### src/rtl/timer_pkg.sv
// Types and constants shared by the countdown timer and the stopwatch datapath.
// Both blocks present time as binary minutes and seconds of time_val_t width.
package timer_pkg;

    typedef enum logic [1:0] {
        IDLE  = 2'd0,
        RUN   = 2'd1,
        PAUSE = 2'd2,
        DONE  = 2'd3
    } tmr_state_e;

    localparam int TIME_W = 9;
    localparam logic [TIME_W-1:0] SEC_MAX = 9'd59;

    typedef logic [TIME_W-1:0] time_val_t;

    function automatic time_val_t clamp_val(input time_val_t v, input time_val_t lim);
        return (v > lim) ? lim : v;
    endfunction

endpackage

### src/rtl/sec_down_counter.sv
// Mod-60 seconds register counting down, with clear, load and decrement enable.
// borrow flags a decrement taken from 0, which reloads 59 and costs one minute upstream.
module sec_down_counter
    import timer_pkg::*;
(
    input  logic       clk,
    input  logic       rst_n,
    input  logic       clr,
    input  logic       load,
    input  logic [8:0] load_val,
    input  logic       dec_en,
    output logic [8:0] sec,
    output logic       borrow
);

    time_val_t sec_q;
    time_val_t sec_d;

    always_comb begin
        sec_d = sec_q;
        if (clr) begin
            sec_d = '0;
        end else if (load) begin
            sec_d = clamp_val(load_val, SEC_MAX);
        end else if (dec_en) begin
            sec_d = (sec_q == '0) ? SEC_MAX : sec_q - 9'd1;
        end
    end

    always_ff @(posedge clk or negedge rst_n) begin
        if (!rst_n) begin
            sec_q <= '0;
        end else begin
            sec_q <= sec_d;
        end
    end

    assign sec    = sec_q;
    assign borrow = dec_en && !clr && !load && (sec_q == '0);

endmodule

### src/rtl/countdown_timer.sv
// Countdown timer: loads min:sec, counts down on sec_tick, and flags expiry at 0:00.
// Control FSM and the minute register live here; seconds come from sec_down_counter.
module countdown_timer
    import timer_pkg::*;
#(
    parameter int MAX_MIN = 99
) (
    input  logic       clk,
    input  logic       rst_n,
    input  logic       sec_tick,
    input  logic       tmr_reset_en,
    input  logic       tmr_load_en,
    input  logic [8:0] load_min,
    input  logic [8:0] load_sec,
    input  logic       tmr_start,
    input  logic       tmr_pause,
    output logic [8:0] tmr_min_binary,
    output logic [8:0] tmr_sec_binary,
    output logic       tmr_running,
    output logic       tmr_done,
    output logic       tmr_expire_pulse
);

    localparam time_val_t MIN_LIMIT = time_val_t'(MAX_MIN);

    tmr_state_e state_q, state_d;
    time_val_t  min_q, min_d;
    logic       running_q, running_d;
    logic       done_q, done_d;
    logic       expire_q, expire_d;

    time_val_t  sec_val;
    logic       sec_borrow;
    logic       sec_clr;
    logic       sec_load;
    logic       sec_dec;
    logic       at_zero;

    sec_down_counter u_sec (
        .clk      (clk),
        .rst_n    (rst_n),
        .clr      (sec_clr),
        .load     (sec_load),
        .load_val (load_sec),
        .dec_en   (sec_dec),
        .sec      (sec_val),
        .borrow   (sec_borrow)
    );

    assign at_zero = (min_q == '0) && (sec_val == '0);

    always_comb begin
        state_d  = state_q;
        sec_clr  = 1'b0;
        sec_load = 1'b0;
        sec_dec  = 1'b0;
        expire_d = 1'b0;
        if (tmr_reset_en) begin
            state_d = IDLE;
            sec_clr = 1'b1;
        end else if (tmr_load_en && state_q != RUN) begin
            state_d  = IDLE;
            sec_load = 1'b1;
        end else begin
            // Load in RUN falls through here as if absent.
            unique case (state_q)
                IDLE: begin
                    if (!tmr_pause && tmr_start && !at_zero) begin
                        state_d = RUN;
                    end
                end
                RUN: begin
                    if (tmr_pause) begin
                        state_d = PAUSE;
                    end else if (sec_tick) begin
                        sec_dec = !at_zero;
                        if (min_q == '0 && sec_val <= 9'd1) begin
                            state_d  = DONE;
                            expire_d = 1'b1;
                        end
                    end
                end
                PAUSE: begin
                    if (!tmr_pause && tmr_start) begin
                        state_d = RUN;
                    end
                end
                DONE: begin
                    state_d = DONE;
                end
                default: begin
                    state_d = IDLE;
                end
            endcase
        end
        running_d = (state_d == RUN);
        done_d    = (state_d == DONE);
    end

    always_comb begin
        min_d = min_q;
        if (sec_clr) begin
            min_d = '0;
        end else if (sec_load) begin
            min_d = clamp_val(load_min, MIN_LIMIT);
        end else if (sec_borrow) begin
            min_d = min_q - 9'd1;
        end
    end

    always_ff @(posedge clk or negedge rst_n) begin
        if (!rst_n) begin
            state_q   <= IDLE;
            min_q     <= '0;
            running_q <= 1'b0;
            done_q    <= 1'b0;
            expire_q  <= 1'b0;
        end else begin
            state_q   <= state_d;
            min_q     <= min_d;
            running_q <= running_d;
            done_q    <= done_d;
            expire_q  <= expire_d;
        end
    end

    assign tmr_min_binary   = min_q;
    assign tmr_sec_binary   = sec_val;
    assign tmr_running      = running_q;
    assign tmr_done         = done_q;
    assign tmr_expire_pulse = expire_q;

endmodule

### config.mk
export PLATFORM = sky130hd
export DESIGN_NAME = countdown_timer
export DESIGN_NICKNAME = d
export VERILOG_FILES = /design/src/rtl/timer_pkg.sv /design/src/rtl/sec_down_counter.sv /design/src/rtl/countdown_timer.sv
export SDC_FILE = /design/constraint.sdc
export NUM_CORES = 1
export LEC_CHECK = 0
export ABC_AREA = 1
export CORE_MARGIN = 10
export CORE_UTILIZATION = 50
export DETAILED_ROUTE_END_ITERATION = 7
export GPL_TIMING_DRIVEN = 1
export PLACE_DENSITY = 0.79
export SYNTH_ARGS = -nofsm -noshare
export SYNTH_HDL_FRONTEND = slang
export SYNTH_SLANG_ARGS = --single-unit
export TNS_END_PERCENT = 100
### constraint.sdc
create_clock -name clk -period 4.45 [get_ports clk]
set_clock_uncertainty 0.1 [all_clocks]
set_input_delay 0.89 -clock clk [delete_from_list [all_inputs] [get_ports clk]]
set_output_delay 0.89 -clock clk [all_outputs]
set_load 0.02 [all_outputs]
==> results of run 1 <==
==> metrics by stage <==
stage | setup WS [ns] | hold WS (ns) | total power (W)
2_1_floorplan | 2.63 | 0.493 | 0.000540
3_3_place_gp | 1.88 | 0.417 | 0.000673
3_5_place_dp | 1.80 | 0.420 | 0.000679
4_1_cts | 2.05 | 0.445 | 0.000814
5_1_grt | 1.97 | 0.490 | 0.000876
6_report | 2.06 | 0.441 | 0.000811
==> cell type report <==
class                           instances  area share, %
Inverter                               45           7.16
Clock buffer                            4           1.83
Sequential cell                        23           23.4
Timing Repair Buffer                   45           18.3
Tap cell                               48           2.44
Multi-Input combinational cell        220           46.9
==> logic make-up after synthesis <==
kind of cell             after synthesis  share of synthesized area (%)
AO/OA/AOI/OAI                         21                           5.81
XOR/XNOR                               3                           1.37
adder cells (fa/ha/maj)                5                           3.27
buffers and inverters                 47                           9.67
flip-flops                            23                           30.0
AND/OR/NAND/NOR                      191                           49.8
==> layer usage <==
metal	GRT usage, %	wire, microns	share of wire, %
met5	0	0	0
met4	5.10	36	0.72
met3	4.91	418	8.4
met2	25.2	2270	45
met1	20.1	2270	45
==> registers in the layout, summed over array words and instances (netlist names) <==
name,count
tmr_min_binary,9
u_sec.sec,9
state_q,2
tmr_done,1
tmr_expire_pulse,1
tmr_running,1
==> worst paths after layout <==
check | endpoint
max | tmr_min_binary[2]
min | u_sec.sec[1]
max reg2reg | tmr_min_binary[6]
min reg2reg | u_sec.sec[1]
max in group asynchronous | tmr_min_binary[8]
min in group asynchronous | u_sec.sec[2]
==> placed cells by master, fill, tap and decap left out, types with 3 or more instances in the layout <==
cell and count:
sky130_fd_sc_hd__nand2_1 91, sky130_fd_sc_hd__clkdlybuf4s50_1 45, sky130_fd_sc_hd__inv_1 41, sky130_fd_sc_hd__nor2_1 40, sky130_fd_sc_hd__nand3_1 26, sky130_fd_sc_hd__dfrtp_1 23
sky130_fd_sc_hd__nand4_1 12, sky130_fd_sc_hd__o21ai_0 10, sky130_fd_sc_hd__a21oi_1 8, sky130_fd_sc_hd__ha_1 5, sky130_fd_sc_hd__nor2_4 3, sky130_fd_sc_hd__nand2_4 3
sky130_fd_sc_hd__nand3_4 3, sky130_fd_sc_hd__clkbuf_8 3
==> report_power, final <==
part	switching [W]	total [W]	internal, W	leakage [nW]
combinational	0.000242	0.000402	0.000160	0.972
clock	0.0000698	0.000134	0.0000639	0.0228
sequential	0.0000407	0.000275	0.000235	0.306
total	0.000353	0.000811	0.000459	1.30
==> impl_metrics.tcl, run 1 <==
set metrics [dict create \
    vias 1955 \
    placementRows 22 \
    netlist_top_cells_count "91 x sky130_fd_sc_hd__nand2_1, 41 x sky130_fd_sc_hd__inv_1, 40 x sky130_fd_sc_hd__nor2_1" \
    reg2regPathDepth 10 \
    hold_path_class "register to register" \
    final.fill_count 337 \
    worst_ir_drop_vdd_uv 196 \
    ff2ff_setup_slack_ns 2.58 \
    fin_util_pct 66.8 \
    die_h_microns 81.9 \
    mappedNetlistArea_sq_mm 0.00192 \
    slowest_stage "sky130_fd_sc_hd__clkdlybuf4s50_1" \
    antenna_cells 0 \
    synthesis.area_per_instance_sq_um 6.61 \
    final_nets 368 \
    area_growth_pct 28.5 \
    crit_buf_inv 1 \
    timing.final.setup_violations 0 \
    yosys_register_bits 23 \
    globalRouteOverflowTotal 0 \
    post-route-period-util_pct 53.6 \
    global_route.usage.total_pct 15.9 \
    clock_tree.root_cell "sky130_fd_sc_hd__clkbuf_8" \
    cellPowerDensity_mw_per_mm2 329 \
    drc 0 \
    timing.critical_path.cells "clkdlybuf4s50_1" \
    hp-start "u_sec.sec[1]" \
    post_synth_num_cell_types 29 \
    drt.antenna.violating_nets 0 \
    die_width_microns 81.9 \
    synth_top_cell_by_area "sky130_fd_sc_hd__dfrtp_1" \
    worstSetupPathDepth 1 \
    cts_buffer_depth 2 \
    cellLeakagePower_nw 1.30 \
    number_of_buffers_created_by_cts 3 \
    drive_gt1_share_pct 8.01 \
    cts_hold_buf 0 \
    seq_area_sq_um 576 \
    setup.worst_path.end_class "output pin" \
    synth-seq-area-share_pct 30.0 \
    number_of_antenna_violations_at_the_first_check_in_global_routing 0 \
    routabilityCongestion 0.895 \
    slew_headroom_pct 28.2 \
    cp.arrival_ns 1.40 \
    route.final.wire_length_mm 5.00 \
    initialDrtViolationCount 138 \
    stdcell_count 385 \
    place.detailed.instances 381 \
    synth_most_common_cell "sky130_fd_sc_hd__nand2_1" \
    critPathTopFamily "buffers and inverters" \
    fraction_of_synthesized_cell_area_taken_by_the_top_area_cell_type_pct 30.0 \
    routedWlPerCell_microns 13.0 \
    wire_length_of_the_first_global_routing_pass_mm 8.67 \
    max_cap_violations 0 \
    post_dp_cell_area_sq_mm 0.00242 \
    max_stage_delay_ns 0.67 \
    path_clk_slew_ns 0.09 \
    crit_start "tmr_min_binary[2]" \
    post-dp-hpwl_mm 3.94 \
    synth_enable_flop_cells 0 \
    worstMarginPinSlew_ns 1.07 \
    first_global_vias 1969 \
    async_reset_ff_share_pct 100 \
    critPathMaxFanout 5 \
    worst_ep_required_time_ns 3.46 \
    floorplan.die_area_sq_mm 0.00671 \
    critical_path_class "register to output pin" \
    postSynthCellCount 290 \
    numPortBuffers 45 \
    run_status "complete, no violations" \
    cp-start-kind "register" \
    synth_ff_type "sky130_fd_sc_hd__dfrtp_1" \
    hold_depth 2 \
    cts.repair_timing.setup_buffer_count 0 \
    r2r_start "u_sec.sec[0]" \
    final_period_minus_worst_setup_slack_ns 2.39 \
    grt_start_max_net_pins 24 \
    mappedNetlistNets 320 \
    setup_repair_after_global_routing_missed_its_margin "no" \
    timing.setup.tns_ns 0 \
    hold_violations 0 \
    area_used_by_multi_input_combinational_logic_sq_mm 0.00115 \
    synth.top_cells.by_area "sky130_fd_sc_hd__dfrtp_1 30%, sky130_fd_sc_hd__nand2_1 18%, sky130_fd_sc_hd__inv_1 8.0%, sky130_fd_sc_hd__nor2_1 7.8%, sky130_fd_sc_hd__nand3_1 6.8%" \
    post_cts_resize_count 0 \
    io_pins 46 \
    drv_slew 0 \
    cts_tree "done" \
    cts_num_sinks 23 \
    layout.cell_area.non_filler_sq_mm 0.00246 \
    viasPerCell 5.08 \
    floorplan.initialDensity_pct 51.9 \
    drt_first_pass_iters 4 \
    clock_latency_ns 0.27 \
    h_tree_levels 1 \
    synth-warning-count 0 \
    floorplan.core_area_sq_mm 0.00369 \
    max_freq_ghz 0.419 \
]
(Power assumes the default switching activity.)
==> run 2: changes to the inputs <==
--- a/config.mk
+++ b/config.mk
@@ -7,10 +7,10 @@
 export LEC_CHECK = 0
 export ABC_AREA = 1
 export CORE_MARGIN = 10
-export CORE_UTILIZATION = 50
+export CORE_UTILIZATION = 45
 export DETAILED_ROUTE_END_ITERATION = 7
 export GPL_TIMING_DRIVEN = 1
-export PLACE_DENSITY = 0.79
+export PLACE_DENSITY = 0.75
 export SYNTH_ARGS = -nofsm -noshare
 export SYNTH_HDL_FRONTEND = slang
 export SYNTH_SLANG_ARGS = --single-unit
==> constraint.sdc (replaced) <==
create_clock -name clk -period 1.94 [get_ports clk]
set_clock_uncertainty 0.1 [all_clocks]
set_input_delay 0.388 -clock clk [delete_from_list [all_inputs] [get_ports clk]]
set_output_delay 0.388 -clock clk [all_outputs]
set_load 0.02 [all_outputs]
==> run 2 against run 1 <==
  * Power is 140% higher
  * Sequential power is 130% higher
  * Largest power group unchanged
  * Critical path type unchanged
  * Worst hold slack worse by 0.070 ns
==> impl_metrics.tcl, run 2 (same netlist as run 1, synthesis figures left out) <==
set metrics [dict create \
    max_cap_violations 0 \
    critPathMaxFanout 5 \
    drt.antenna.violating_nets 0 \
    number_of_buffers_created_by_cts 3 \
    final_cell_mix "91 x sky130_fd_sc_hd__nand2_1, 43 x sky130_fd_sc_hd__clkdlybuf4s50_1, 41 x sky130_fd_sc_hd__inv_1" \
    die_h_microns 85.2 \
    cts_num_sinks 23 \
    number_of_antenna_violations_at_the_first_check_in_global_routing 0 \
    numPortBuffers 45 \
    reg2regPathDepth 11 \
    worst_r2r_endpoint "u_sec.sec[4]" \
    gr-max-usage-layer "met2" \
    worstMarginPinSlew_ns 0.307 \
    clock_tree.root_cell "sky130_fd_sc_hd__clkbuf_8" \
    cts_buffer_depth 2 \
    floorplan.die_area_sq_mm 0.00727 \
    slew_headroom_pct 79.6 \
    globalRouteOverflowTotal 0 \
    drc 0 \
    max_stage_delay_ns 0.65 \
    post-route-period-util_pct 96.7 \
    critical_path.endpoint "tmr_min_binary[3]" \
    drt_first_pass_iters 4 \
    crit_start "tmr_min_binary[3]" \
    path_clk_slew_ns 0.08 \
    global_route.usage.met1_pct 18.0 \
    run_status "complete, no violations" \
    critPathTopFamily "buffers and inverters" \
    cellLeakagePower_nw 1.39 \
    io_pins 46 \
    routabilityCongestion 0.891 \
    layout.cells.most_common "sky130_fd_sc_hd__nand2_1" \
    clock_latency_ns 0.26 \
    worstSetupPathDepth 1 \
    wire_length_of_the_first_global_routing_pass_mm 8.73 \
    cts_tree "done" \
    max_freq_ghz 0.533 \
    h_tree_levels 1 \
    vias 1944 \
    antenna_cells 0 \
    total_power_w 0.00191 \
    setup_repair_after_global_routing_missed_its_margin "no" \
    floorplan.initialDensity_pct 47.2 \
    worst_ir_drop_vdd_uv 471 \
    area_growth_pct 34.2 \
    route.final.wire_length_mm 5.08 \
    hold_violations 0 \
    first_global_vias 1893 \
    ff2ff_setup_slack_ns 0.13 \
    grt_start_max_net_pins 24 \
    routedWlPerCell_microns 12.8 \
    viasPerCell 4.88 \
    post-dp-hpwl_mm 3.97 \
    placementRows 23 \
    final_period_minus_worst_setup_slack_ns 1.88 \
    timing.critical_path.cells "clkdlybuf4s50_1" \
    worst_ep_required_time_ns 1.45 \
    timing.setup.tns_ns 0 \
    hold_path_class "primary input to async pin" \
    cp-start-kind "register" \
    setup.worst_path.end_class "output pin" \
    cts_hold_buf 0 \
    slowest_stage "sky130_fd_sc_hd__clkdlybuf4s50_1" \
    drive_gt1_share_pct 11.2 \
    critical_path_class "register to output pin" \
    global_route.usage.total_pct 14.0 \
    initialDrtViolationCount 96 \
    cellPowerDensity_mw_per_mm2 744 \
    r2r_start "u_sec.sec[1]" \
    cp.arrival_ns 1.39 \
    drv_slew 0 \
    final_nets 379 \
    timing.final.setup_violations 0 \
    die_width_microns 85.2 \
    floorplan.core_area_sq_mm 0.00406 \
    global_route.usage.met3_pct 4.11 \
    met2_usage_pct 21.5 \
    crit_buf_inv 1 \
]
## run 2: cell count changes in the layout (fill, tap and decap cells not counted), sizes merged
cell | before | now
clkdlybuf4s50 | 45 | 43
buf | 0 | 10
dlymetal6s2s | 0 | 2
nand3 | 30 | 31
## run 2: where the power goes
group	switching [W]	leakage (nW)	total, W	internal (W)
sequential	0.0000864	0.306	0.000624	0.000538
combinational	0.000581	1.06	0.000984	0.000403
clock	0.000158	0.0228	0.000305	0.000147
## run 2: what timing repair did
| action | 4_1_cts | 5_1_grt |
|---|---|---|
| buffers inserted | 0 | 1 |
| gates resized for setup | 0 | 3 |
| setup endpoints to repair | 0 | 12 |
## run 2: per-layer routing
layer  part of all wire (%)  up-vias  wire length (microns)
li1                       -     1034                      -
met1                     47      841                   2400
met2                     43       65                   2200
met3                    8.1        4                    410
met4                    1.3        0                     66
met5                      0        -                      0
## run 2: cell type report
cell class	instances	area, sq um
well taps	50	62.6
inverters	45	176
repair buffers	55	543
flip-flops and latches	23	576
multi-input cells	221	1170
clock buffers	4	45.0
fillers	371	1490
## run 2: through the flow
stage          setup WS [ns]  instance area [sq um]  util [%]  hold slack [ns]  std cells
4_1_cts               0.0215                   2530      62.4            0.374        396
2_1_floorplan          0.233                   1920         -         -0.00759        290
6_report              0.0631                   2570      63.3            0.371        398
5_1_grt               0.0109                   2570      63.3            0.405        398
3_3_place_gp          0.0709                   2490      61.3            0.438        392
3_5_place_dp          0.0465                   2490      61.3            0.449        392
## run 2: how the worst min path moves through the flow
stage                     cells after the start  slack (ns)            to
after detailed placement                      2        0.45  u_sec.sec[1]
final                                         2        0.37  u_sec.sec[3]
after global placement                        2        0.44  u_sec.sec[1]
after floorplan                               0      -0.008    state_q[0]
after CTS                                     2        0.37  u_sec.sec[3]
after global routing                          2        0.40  u_sec.sec[3]
==> run 3: changes to the inputs <==
==> constraint.sdc (replaced) <==
create_clock -name clk -period 1.6 [get_ports clk]
set_clock_uncertainty 0.1 [all_clocks]
set_input_delay 0.32 -clock clk [delete_from_list [all_inputs] [get_ports clk]]
set_output_delay 0.32 -clock clk [all_outputs]
set_load 0.02 [all_outputs]
==> run 3 against run 2 <==
  * The flow now finishes with violations (negative setup slack)
  * Worst setup slack lost 0.10 ns
  * Combinational power increased by 38%
  * Via count increased by 10%
  * First-iteration DRC count up 97%
  * Sequential power increased by 21%
  * Global-route usage is 1.5 points higher
  * Power is 31% higher
  * Wire length rose by 13%
  * Critical endpoint is now tmr_min_binary[8]
==> impl_metrics.tcl, run 3 (same netlist as run 1, synthesis figures left out) <==
set metrics [dict create \
    cts_hold_buf 0 \
    route.final.wire_length_mm 5.75 \
    layout.cells.most_common "sky130_fd_sc_hd__nand2_1" \
    number_of_buffers_created_by_cts 3 \
    post-dp-hpwl_mm 4.33 \
    io_pins 46 \
    timing.final.setup_violations 9 \
    die_h_microns 85.2 \
    cts_tree "done" \
    worstMarginPinSlew_ns 0.319 \
    worst_ir_drop_vdd_uv 555 \
    routedWlPerCell_microns 13.6 \
    final_nets 405 \
    h_tree_levels 1 \
    number_of_antenna_violations_at_the_first_check_in_global_routing 0 \
    path_clk_slew_ns 0.10 \
    stdcell_count 424 \
    initialDrtViolationCount 189 \
    drive_gt1_share_pct 23.8 \
    wire_length_of_the_first_global_routing_pass_mm 9.57 \
    vias 2140 \
    hold_violations 0 \
    final_period_minus_worst_setup_slack_ns 1.64 \
    post-route-period-util_pct 102 \
    place.detailed.instances 414 \
    floorplan.initialDensity_pct 47.2 \
    global_route.usage.total_pct 15.5 \
    layout.cell_area.non_filler_sq_mm 0.00283 \
    cts_buffer_depth 2 \
    failed_checks "negative setup slack" \
    viasPerCell 5.05 \
    grt_start_max_net_pins 24 \
    floorplan.die_area_sq_mm 0.00727 \
    critPathMaxFanout 5 \
    max_cap_violations 0 \
    clock_tree.root_cell "sky130_fd_sc_hd__clkbuf_8" \
    cp-start-kind "register" \
    setup.worst_path.end_class "register" \
    die_width_microns 85.2 \
    placementRows 23 \
    final_cell_mix "79 x sky130_fd_sc_hd__nand2_1, 37 x sky130_fd_sc_hd__inv_1, 37 x sky130_fd_sc_hd__nor2_1" \
    globalRouteOverflowTotal 0 \
    post_dp_cell_area_sq_mm 0.00268 \
    drt_first_pass_iters 5 \
    antenna_cells 0 \
    cp.arrival_ns 1.72 \
    critical_path_class "register to register" \
    routabilityCongestion 0.883 \
    timing.setup.tns_ns -0.0818 \
    area_growth_pct 47.9 \
    drv_slew 0 \
    cellLeakagePower_nw 1.56 \
    clock_latency_ns 0.28 \
    worst_ep_required_time_ns 1.68 \
    cts_num_sinks 23 \
    setup_repair_after_global_routing_missed_its_margin "yes" \
    drt.antenna.violating_nets 0 \
    floorplan.core_area_sq_mm 0.00406 \
    drc 0 \
    first_global_vias 2032 \
    numPortBuffers 45 \
    slew_headroom_pct 78.6 \
    max_freq_ghz 0.611 \
    cellPowerDensity_mw_per_mm2 886 \
    hold_path_class "primary input to async pin" \
    run_status "finished, violations left" \
    setup_slack_ns -0.0379 \
]
[run 3: worst paths after layout]
kind | from | to | slack [ns] | cells after the start
max in group asynchronous | rst_n | u_sec.sec[1] | 0.85 | 2
worst max register to register | u_sec.sec[0] | tmr_min_binary[8] | -0.04 | 10
worst max-delay path | u_sec.sec[0] | tmr_min_binary[8] | -0.04 | 10
min in group clk | u_sec.sec[3] | u_sec.sec[3] | 0.51 | 2
worst min register to register | u_sec.sec[3] | u_sec.sec[3] | 0.51 | 2
worst min-delay path | rst_n | tmr_min_binary[0] | 0.29 | 2
[run 3: repair_timing]
| action | in CTS | in global routing |
|---|---|---|
| gates resized for setup | 22 | 28 |
| setup endpoints to repair | 31 | 24 |
| pin swaps | 0 | 7 |
| cloned | 1 | 1 |
| buffers inserted | 0 | 4 |
[run 3: area by class of cell]
class                   instances  area, sq um
well taps                      50         62.6
inverters                      45          181
clock inverters                 1         5.00
multi-input cells             222         1260
flip-flops and latches         23          578
repair buffers                 80          703
fillers                       341         1220
clock buffers                   3         41.3
[run 3: critical path, cell delays in order (launching register included)]
cell	delay, ns
sky130_fd_sc_hd__dfrtp_2	0.42
sky130_fd_sc_hd__inv_2	0.08
sky130_fd_sc_hd__ha_4	0.14
sky130_fd_sc_hd__inv_2	0.04
sky130_fd_sc_hd__nor2_4	0.08
sky130_fd_sc_hd__nand2_4	0.07
sky130_fd_sc_hd__nor2_8	0.17
sky130_fd_sc_hd__buf_4	0.16
sky130_fd_sc_hd__nand3_4	0.10
sky130_fd_sc_hd__nand4_1	0.12
sky130_fd_sc_hd__nand2_2	0.06
[run 3: metal layers]
metal / track usage (%) / wire (microns)
met2: 24.6 / 2600
met4: 5.39 / 94
met5: 0 / 0
met1: 20.2 / 2570
met3: 3.25 / 484
[run 3: per-stage QoR]
step	hold slack (ns)	total power, W	setup slack, ns	util (%)
3_5_place_dp	0.487	0.00204	-0.226	66.1
4_1_cts	0.311	0.00239	0.000402	66.9
2_1_floorplan	-0.0756	0.00152	-0.000593	-
5_1_grt	0.322	0.00269	-0.129	69.8
6_report	0.294	0.00251	-0.0379	69.8
3_3_place_gp	0.480	0.00203	-0.175	66.1
[run 3: where the power goes]
part           switching (W)  internal, W
Sequential         0.0000978     0.000654
Combinational       0.000793     0.000569
Clock               0.000222     0.000175
Total                0.00111      0.00140
